**src/rtl/pc_sequencer.sv**
```systemverilog
// rtl/pc_sequencer.sv - Sequenced, stallable fetch/next-PC controller for the MIPS core.
// Optional MIPS branch delay slot is enabled by defining PC_DELAY_SLOT_EN.
module pc_sequencer #(
  parameter logic [31:0] RESET_PC = 32'h0000_0000,
  parameter int          IM_AW    = 10
) (
  input  logic             clk,
  input  logic             rst_n,
  output logic             im_req,
  output logic [IM_AW-1:0] im_addr,
  input  logic             im_ack,
  output logic             ir_valid,
  input  logic             exec_done,
  input  logic             npc_sel,
  input  logic             alu_zero,
  input  logic             is_jump,
  input  logic [15:0]      imm16,
  input  logic [25:0]      imm26,
  input  logic             stall,
  output logic [31:0]      pc,
  output logic [1:0]       state
);

  localparam logic [1:0]  S_IDLE  = 2'd0;
  localparam logic [1:0]  S_FETCH = 2'd1;
  localparam logic [1:0]  S_EXEC  = 2'd2;
  localparam logic [31:0] RESET_PC_W = RESET_PC & 32'hFFFF_FFFC;

  logic [1:0]  state_q, state_d;
  logic [31:0] pc_q, pc_d;
  logic        ir_valid_q, ir_valid_d;
  logic        commit;
  logic        taken;
  logic [31:0] p4, bt, jt, target;

`ifdef PC_DELAY_SLOT_EN
  logic        pend_v_q, pend_v_d;
  logic [31:0] pend_pc_q, pend_pc_d;
`endif

  assign commit = (state_q == S_EXEC) & exec_done & ~stall;

  always_comb begin
    p4     = pc_q + 32'd4;
    bt     = p4 + {{14{imm16[15]}}, imm16, 2'b00};
    jt     = {p4[31:28], imm26, 2'b00};
    taken  = is_jump | (npc_sel & alu_zero);
    target = is_jump ? jt : bt;
  end

  always_ff @(posedge clk) begin
    if (!rst_n) begin
      state_q <= S_IDLE;
    end else begin
      state_q <= state_d;
    end
  end

  always_comb begin
    state_d = state_q;
    case (state_q)
      S_IDLE:  state_d = S_FETCH;
      S_FETCH: if (im_ack) state_d = S_EXEC;
      S_EXEC:  if (commit) state_d = S_FETCH;
      default: state_d = S_IDLE;
    endcase
  end

  always_comb begin
    im_req   = (state_q == S_FETCH);
    im_addr  = pc_q[IM_AW+1:2];
    ir_valid = ir_valid_q;
    pc       = pc_q;
    state    = state_q;
  end

  always_comb begin
    pc_d       = pc_q;
    ir_valid_d = (state_q == S_FETCH) & im_ack;
`ifdef PC_DELAY_SLOT_EN
    pend_v_d  = pend_v_q;
    pend_pc_d = pend_pc_q;
    // The delay-slot instruction always falls through to the stored target.
    if (commit) begin
      if (pend_v_q) begin
        pc_d     = pend_pc_q;
        pend_v_d = 1'b0;
      end else begin
        pc_d = p4;
        if (taken) begin
          pend_pc_d = target;
          pend_v_d  = 1'b1;
        end
      end
    end
`else
    if (commit) begin
      pc_d = taken ? target : p4;
    end
`endif
  end

  always_ff @(posedge clk) begin
    if (!rst_n) begin
      pc_q       <= RESET_PC_W;
      ir_valid_q <= 1'b0;
    end else begin
      pc_q       <= pc_d;
      ir_valid_q <= ir_valid_d;
    end
  end

`ifdef PC_DELAY_SLOT_EN
  always_ff @(posedge clk) begin
    if (!rst_n) begin
      pend_v_q  <= 1'b0;
      pend_pc_q <= 32'd0;
    end else begin
      pend_v_q  <= pend_v_d;
      pend_pc_q <= pend_pc_d;
    end
  end
`endif

endmodule
```
**config.mk**
```make
export PLATFORM = sky130hd
export DESIGN_NAME = pc_sequencer
export DESIGN_NICKNAME = d
export VERILOG_FILES = /design/src/rtl/pc_sequencer.sv
export SDC_FILE = /design/constraint.sdc
export NUM_CORES = 1
export LEC_CHECK = 0
export CAP_MARGIN = 15
export CELL_PAD_IN_SITES_DETAIL_PLACEMENT = 0
export CELL_PAD_IN_SITES_GLOBAL_PLACEMENT = 1
export CORE_UTILIZATION = 37
export DETAILED_ROUTE_END_ITERATION = 16
export PLACE_DENSITY = 0.82
export SLEW_MARGIN = 20
export SYNTH_ARGS = -nofsm -noshare
export SYNTH_HDL_FRONTEND = slang
export SYNTH_SLANG_ARGS = --single-unit
```
**constraint.sdc**
```tcl
create_clock -name clk -period 4.3 [get_ports clk]
set_input_delay 0.86 -clock clk [delete_from_list [all_inputs] [get_ports clk]]
set_output_delay 0.86 -clock clk [all_outputs]
set_load 0.03 [all_outputs]
```
==> results.md <==
* Starting Density at 37.9%
* Worst setup EP type: flop
* Max IR drop VDD at 0.0974 mV
* Count of cell types in the netlist at 69
* Util after Layout at ~49%
* DRC errors left at 0
* Endpoints failing hold at 0
* Core Region at around 10000 um2
* Port Buf Inserts at 93
* Part of the power in the clock network at between 30 and 40%
* Final Cycle Share at between 90 and 100%
* Placer Congestion at 0.909
* Power Internal at 571 uW
* Cell Count, Final, Fillers Out at just over 700
* Worst path slowest cell: or4_4
* Initial antenna violation count at 0
* Asr flop ratio synth at 0%
* Status: complete, no violations
* WS Path Type: flop to flop
* Height of the die at around 100 um
* P&R area growth vs syn at 28.5%
* Dpl hpwl at 9790 um
* Reg power frac at 37.7%
* Gr usage total at around a quarter
* Layout Nets at between 600 and 700
* FILL cells at around 1000
* Global-route wire length before repair at ~21000 um
* Netlist area before placement at ~3900 um2
* Minimum clock period at approximately 4 ns
* Clock buffer depth at 2
* Most area-consuming cells after synthesis: dfxtp_1 (17%), ha_1 (12%), a21oi_1 (7.1%)
* Pleak at just over 2 nW
* Sink Count at 33
* CP required at roughly 4.5 ns
* Slew Viols, Final at 0
* Post-CTS Hold Buffers at 0
* Global route total overflow at 0
* FP Rows at 37
* Most frequent cells after synthesis: a21oi_1 (55), nand2_1 (47), ha_1 (37), dfxtp_1 (33), nor2_1 (31)
* Vias at around 4200
* Post-synthesis sequential area ratio at 17.0%
* Combinational fraction of design power at 29.2%
* Hold Path Class: flop to flop
* Setup TNS at 0 ns
* Die X at about 100 um
* Worst Skew at about 0.014 ns
* RSZ-0062 raised after global routing: no
* Pre-CTS setup slack at between 0.2 and 0.3 ns
* Clock slew seen by the registers of the worst setup and hold paths at roughly 0.090 ns
* Cells along the critical path: nand4_1 -> or4_4 -> or2_4 -> nor2_1 -> nand2_1 -> xnor2_1 -> ha_2 -> nand4_1 -> nor2_1 -> o211ai_1 -> a2111o_1 -> nand3_1 -> nor3b_2 -> mux2i_1 -> mux2i_1
* Share of the synthesized area in the top cell type at 17.0%
* Wirelength per Cell at ~18 um
* Total die area at 10900 um2
* Final setup fails at 0
* Initial DRC count at about 290
* CP max stage delay at around 0.47 ns
* Worst-Margin Slew at approximately 0.85 ns
* Worst-skew pair later-pin latency at ~0.30 ns
* Data arrival, critical path at around 4.2 ns
* Slew headroom at ~43%
* Syn Inst Count at approximately 510
* Post-synth EDFFs at 0
* Avg Synthesized Cell Area at roughly 7.7 um2
* IO Pins at 96
* Post-Route WL at roughly 13000 um
* #FFs+latches synth at 33
* Sw frac at between 30% and 40%
* Final ANT Viol Nets at 0
* Cell family with the largest share of critical-path delay: simple AND/OR/NAND/NOR gates
* Drt pass-1 iters at 10
* Max Freq at roughly 250 MHz
* # placed instances at 715
* Vias in the first global route at 4040
* Worst Path Max Fanout at 7
* Antenna fix cells at 0
* Share of layout cells above drive strength 1 at under 10%
* CTS tree: built
* CP startpoint kind: flop
* Avg Vias per Cell at 5.79
* Switching pwr at 282 uW
* Clock root buffer: clkbuf_8
* Top FF cell, synth: dfxtp_1
* CTS Buf Count at 5
* Hold Path Cell Cnt at 2
* Pin count of the biggest net entering global routing at 35
* H-tree depth at 2
* Final setup margin at ~0.37 ns
* Synth Warn # at 0
* Leading area contributor after synthesis: dfxtp_1
* Crit path depth at 15
* Count of buffer and inverter cells on the critical path at 0
* Worst R2R Path Depth at 15
* Final hold slack at approximately 0.50 ns
* Max-cap viol count at 0
* Pwr Density at between 150 and 200 nW/um2
* Most common cell in the synthesized netlist: a21oi_1
==> tightest hold or removal path, stage by stage (launching register included) <==
cell and delay, ns:
dfxtp_1 0.34, nand2_1 0.06, mux2i_1 0.06
==> state kept, by name, indices dropped and copies added (netlist names) <==
name	cells
ir_valid	1
pc	30
state	2
==> stage by stage <==
step / instance area, um2 / total power, mW
after floorplan: 3900 / 0.469
after global routing: 5000 / 0.890
after CTS: 4990 / 0.855
after global placement: 4890 / 0.574
after detailed placement: 4890 / 0.573
final: 5000 / 0.852
==> logic make-up (layout without fill, tap and decap cells) <==
logic type / after synthesis / after routing / synth area share (%)
muxes: 4 / 4 / 1.06
AOI/OAI and AO/OA: 171 / 171 / 29.2
other: 1 / 2 / 0.0963
and+or+nand+nor: 167 / 167 / 22.9
DFF: 33 / 33 / 17.0
buffers and inverters: 46 / 124 / 6.20
adders and majority gates: 38 / 38 / 12.4
xor gates and xnor gates: 48 / 48 / 11.2
==> final timing paths <==
kind,startpoint,end,slack (ns)
worst max-delay path,pc[10],pc[31],0.37
worst min-delay path,pc[31],pc[31],0.50
worst max register to register,pc[10],pc[31],0.37
worst min register to register,pc[31],pc[31],0.50
==> cells in the final DEF, fill, tap and decap left out, drive strengths merged, types with 5 or more instances in the layout <==
cell type / count
and3: 7
nand3b: 5
buf: 12
clkbuf: 7
nand3: 24
ha: 37
clkdlybuf4s50: 93
xor2: 16
o21bai: 9
a31oi: 6
nand4: 8
nor2b: 6
nand2: 48
nor2: 33
and4: 5
xnor2: 32
inv: 11
a21oi: 55
a221o: 5
a221oi: 20
dfxtp: 33
o211ai: 5
a21o: 13
o21ai: 30
nor3: 10
a211oi: 6
==> layout make-up <==
type | count | area [um2] | area share, %
multi-input cells | 430 | 3010 | 60.1
inverters | 11 | 41.3 | 0.825
clock buffers | 7 | 96.3 | 1.93
flip-flops and latches | 33 | 663 | 13.3
repair buffers | 105 | 1020 | 20.4
clock inverters | 1 | 5.00 | 0.100
well taps | 136 | 170 | 3.40
==> power groups by stage <==
stage               Combinational [mW]  Clock (mW)  Sequential (mW)
global placement                 0.246           0            0.328
CTS                              0.246       0.288            0.321
global route                     0.269       0.299            0.322
finish                           0.249       0.282            0.321
detailed placement               0.244           0            0.328
floorplan                        0.131           0            0.338
==> routing by layer <==
| metal | part of all wire (%) | track usage, % | wire length, um | vias to the layer above |
|---|---|---|---|---|
| li1 | - | - | - | 2048 |
| met1 | 47 | 32.4 | 6180 | 1984 |
| met2 | 45 | 38.5 | 5960 | 132 |
| met3 | 6.0 | 4.87 | 793 | 21 |
| met4 | 1.4 | 6.04 | 182 | 0 |
| met5 | 0 | 0 | 0 | - |
==> repair_timing <==
item	in CTS	in global routing
setup buffers	0	0
hold endpoints to repair	0	0
gates resized for setup	0	4
setup endpoints to repair	0	1
(Power assumes the default switching activity.)
==> variant, RTL diff (config.mk and constraints unchanged) <==
Build with the macro `PC_DELAY_SLOT_EN` defined.
--- a/src/rtl/pc_sequencer.sv
+++ b/src/rtl/pc_sequencer.sv
@@ -2,2 +2,4 @@
 // Optional MIPS branch delay slot is enabled by defining PC_DELAY_SLOT_EN.
+`define PC_DELAY_SLOT_EN
+
 module pc_sequencer #(
Formal check against the unedited RTL: not equivalent (a bounded check fails within 4 cycles, from zero or initial values and one cycle with rst_n low).
==> variant against the original RTL <==
Critical endpoint is now pend_pc_q[25]$_SDFFE_PN0P_; power increased by 90%; synthesized area is 37% higher; die area rose by 36%; wire length rose by 26%; utilization is 1.5 points lower; worst setup slack got worse by 0.10 ns; sequential share of layout area rose by 7.4 points; cell area up 32%; sequential cell count rose by 35.
==> variant: results (changes against the original RTL) <==
Global routing
  • Pin count of the biggest net entering global routing: 56 (was 35)
  • First-pass GRT wire length: 25900 um (was 21100 um)

Drt
  • Number of iterations in the first detailed-routing pass: 5 (was 10)
  • WL per Instance: 17.7 um (was 18.1 um)
  • Vias per cell: 5.63 (was 5.79)
  • Iteration-0 DRC Markers: 344 (was 293)
  • Total number of vias: 5265 (was 4185)

Status
  • Status: complete, no violations (unchanged)

Synth
  • Mean instance size in the synthesized netlist: 7.73 um^2 (was 7.66 um^2)
  • Count of unique library cells instantiated by Yosys: 65 (was 69)
  • Top area cells in the synthesized netlist: dfxtp_1 (26%), ha_1 (8.7%), a21oi_1 (7.2%), nor2_1 (5.6%), xnor2_1 (5.4%) (was dfxtp_1 (17%), ha_1 (12%), a21oi_1 (7.1%), xnor2_1 (6.7%), nand2_1 (4.5%))
  • Sequential share of the synthesized area: 25.5% (was 17.0%)
  • Leading cell types by count after synthesis: nor2_1 (79), a21oi_1 (77), dfxtp_1 (68) (was a21oi_1 (55), nand2_1 (47), ha_1 (37))

Min path
  • Hold endpoint: pend_pc_q[1]$_SDFFE_PN0P_ (was pc[31]$_SDFFE_PN0P_)
  • Start point of the worst min-delay path: pend_pc_q[1]$_SDFFE_PN0P_ (was pc[31]$_SDFFE_PN0P_)

Power and ir drop
  • Internal cell power: 1.20 mW (was 571 uW)
  • Peak ir drop on the vdd network: 0.207 mV (was 0.0974 mV)
  • Static Leak: 2.58 nW (was 2.05 nW)

Worst setup path
  • Longest individual stage delay on the worst path: 0.52 ns (was 0.47 ns)
  • Critical path class: register to register (unchanged)
  • Kind of cell adding the most delay to the critical path: compound AO/OA/AOI/OAI gates (was simple AND/OR/NAND/NOR gates)
  • Worst setup path end: pend_pc_q[25]$_SDFFE_PN0P_ (was pc[31]$_SDFFE_PN0P_)
  • Top fanout value on the critical path: 8 (was 7)
  • Worst r2r path cells: 14 (was 15)
  • Arrival time of data at the critical path endpoint: 4.23 ns (was 4.16 ns)

Timing
  • Transition time at the pin with the least slew margin: 0.942 ns (was 0.848 ns)
  • Final Hold Slack: 0.457 ns (was 0.504 ns)
  • Maximum clock skew at final layout: 0.00522 ns (was 0.0139 ns)
  • Final worst path period share: 93.8% (was 91.4%)

Placement
  • Last weighted congestion value of the routability-driven placer: 0.898 (was 0.909)
  • Number of buffers added on ports: 95 (was 93)
  • Placed instance count: 920 (was 715)
  • Total cell area at the placement stage: 6310 um^2 (was 4890 um^2)
  • HPWL after detailed placement: 12500 um (was 9790 um)

Clock tree
  • Cts bufs inserted: 9 (was 5)
  • Clock edge transition at the registers on the reported setup and hold paths: 0.06 ns (was 0.09 ns)
  • CTS H-Tree Depth: 3 (was 2)
  • Cell at the root of the clock tree: clkbuf_16 (was clkbuf_8)
  • Latest clock arrival within the worst-skew pair: 0.34 ns (was 0.30 ns)

Cells and area
  • Nets@finish: 839 (was 674)
  • Proportion of layout cells with a drive suffix above 1: 5.83% (was 7.50%)
  • Footprint of the multi-input gates: 3650 um^2 (was 3010 um^2)
[variant: area by class of cell]
type,instances,area share [%]
tap,180,3.41
multi-input combinational,553,55.3
timing repair buffer,105,15.5
clock inverter,4,0.758
inverter,14,0.796
clock buffer,11,3.68
sequential,68,20.6
[variant: power groups by stage]
stage	Clock (mW)	Combinational (mW)	Sequential (mW)
6_report	0.750	0.220	0.648
5_1_grt	0.785	0.239	0.649
3_3_place_gp	0	0.217	0.661
2_1_floorplan	0	0.125	0.665
4_1_cts	0.763	0.220	0.648
3_5_place_dp	0	0.218	0.661
[variant: kinds of logic after synthesis]
group / synth area share (%)
compound gates: 23.8
mux: 4.34
xor+xnor: 9.17
flops: 25.5
buf+inv: 6.29
fa+ha+maj: 9.06
simple gates: 21.8
[variant: metal layers]
layer	GRT usage [%]	up-vias	routed length, um
li1	-	2576	-
met1	25.5	2466	6780
met2	41.1	181	8170
met3	4.96	42	859
met4	12.4	0	705
met5	0	-	0
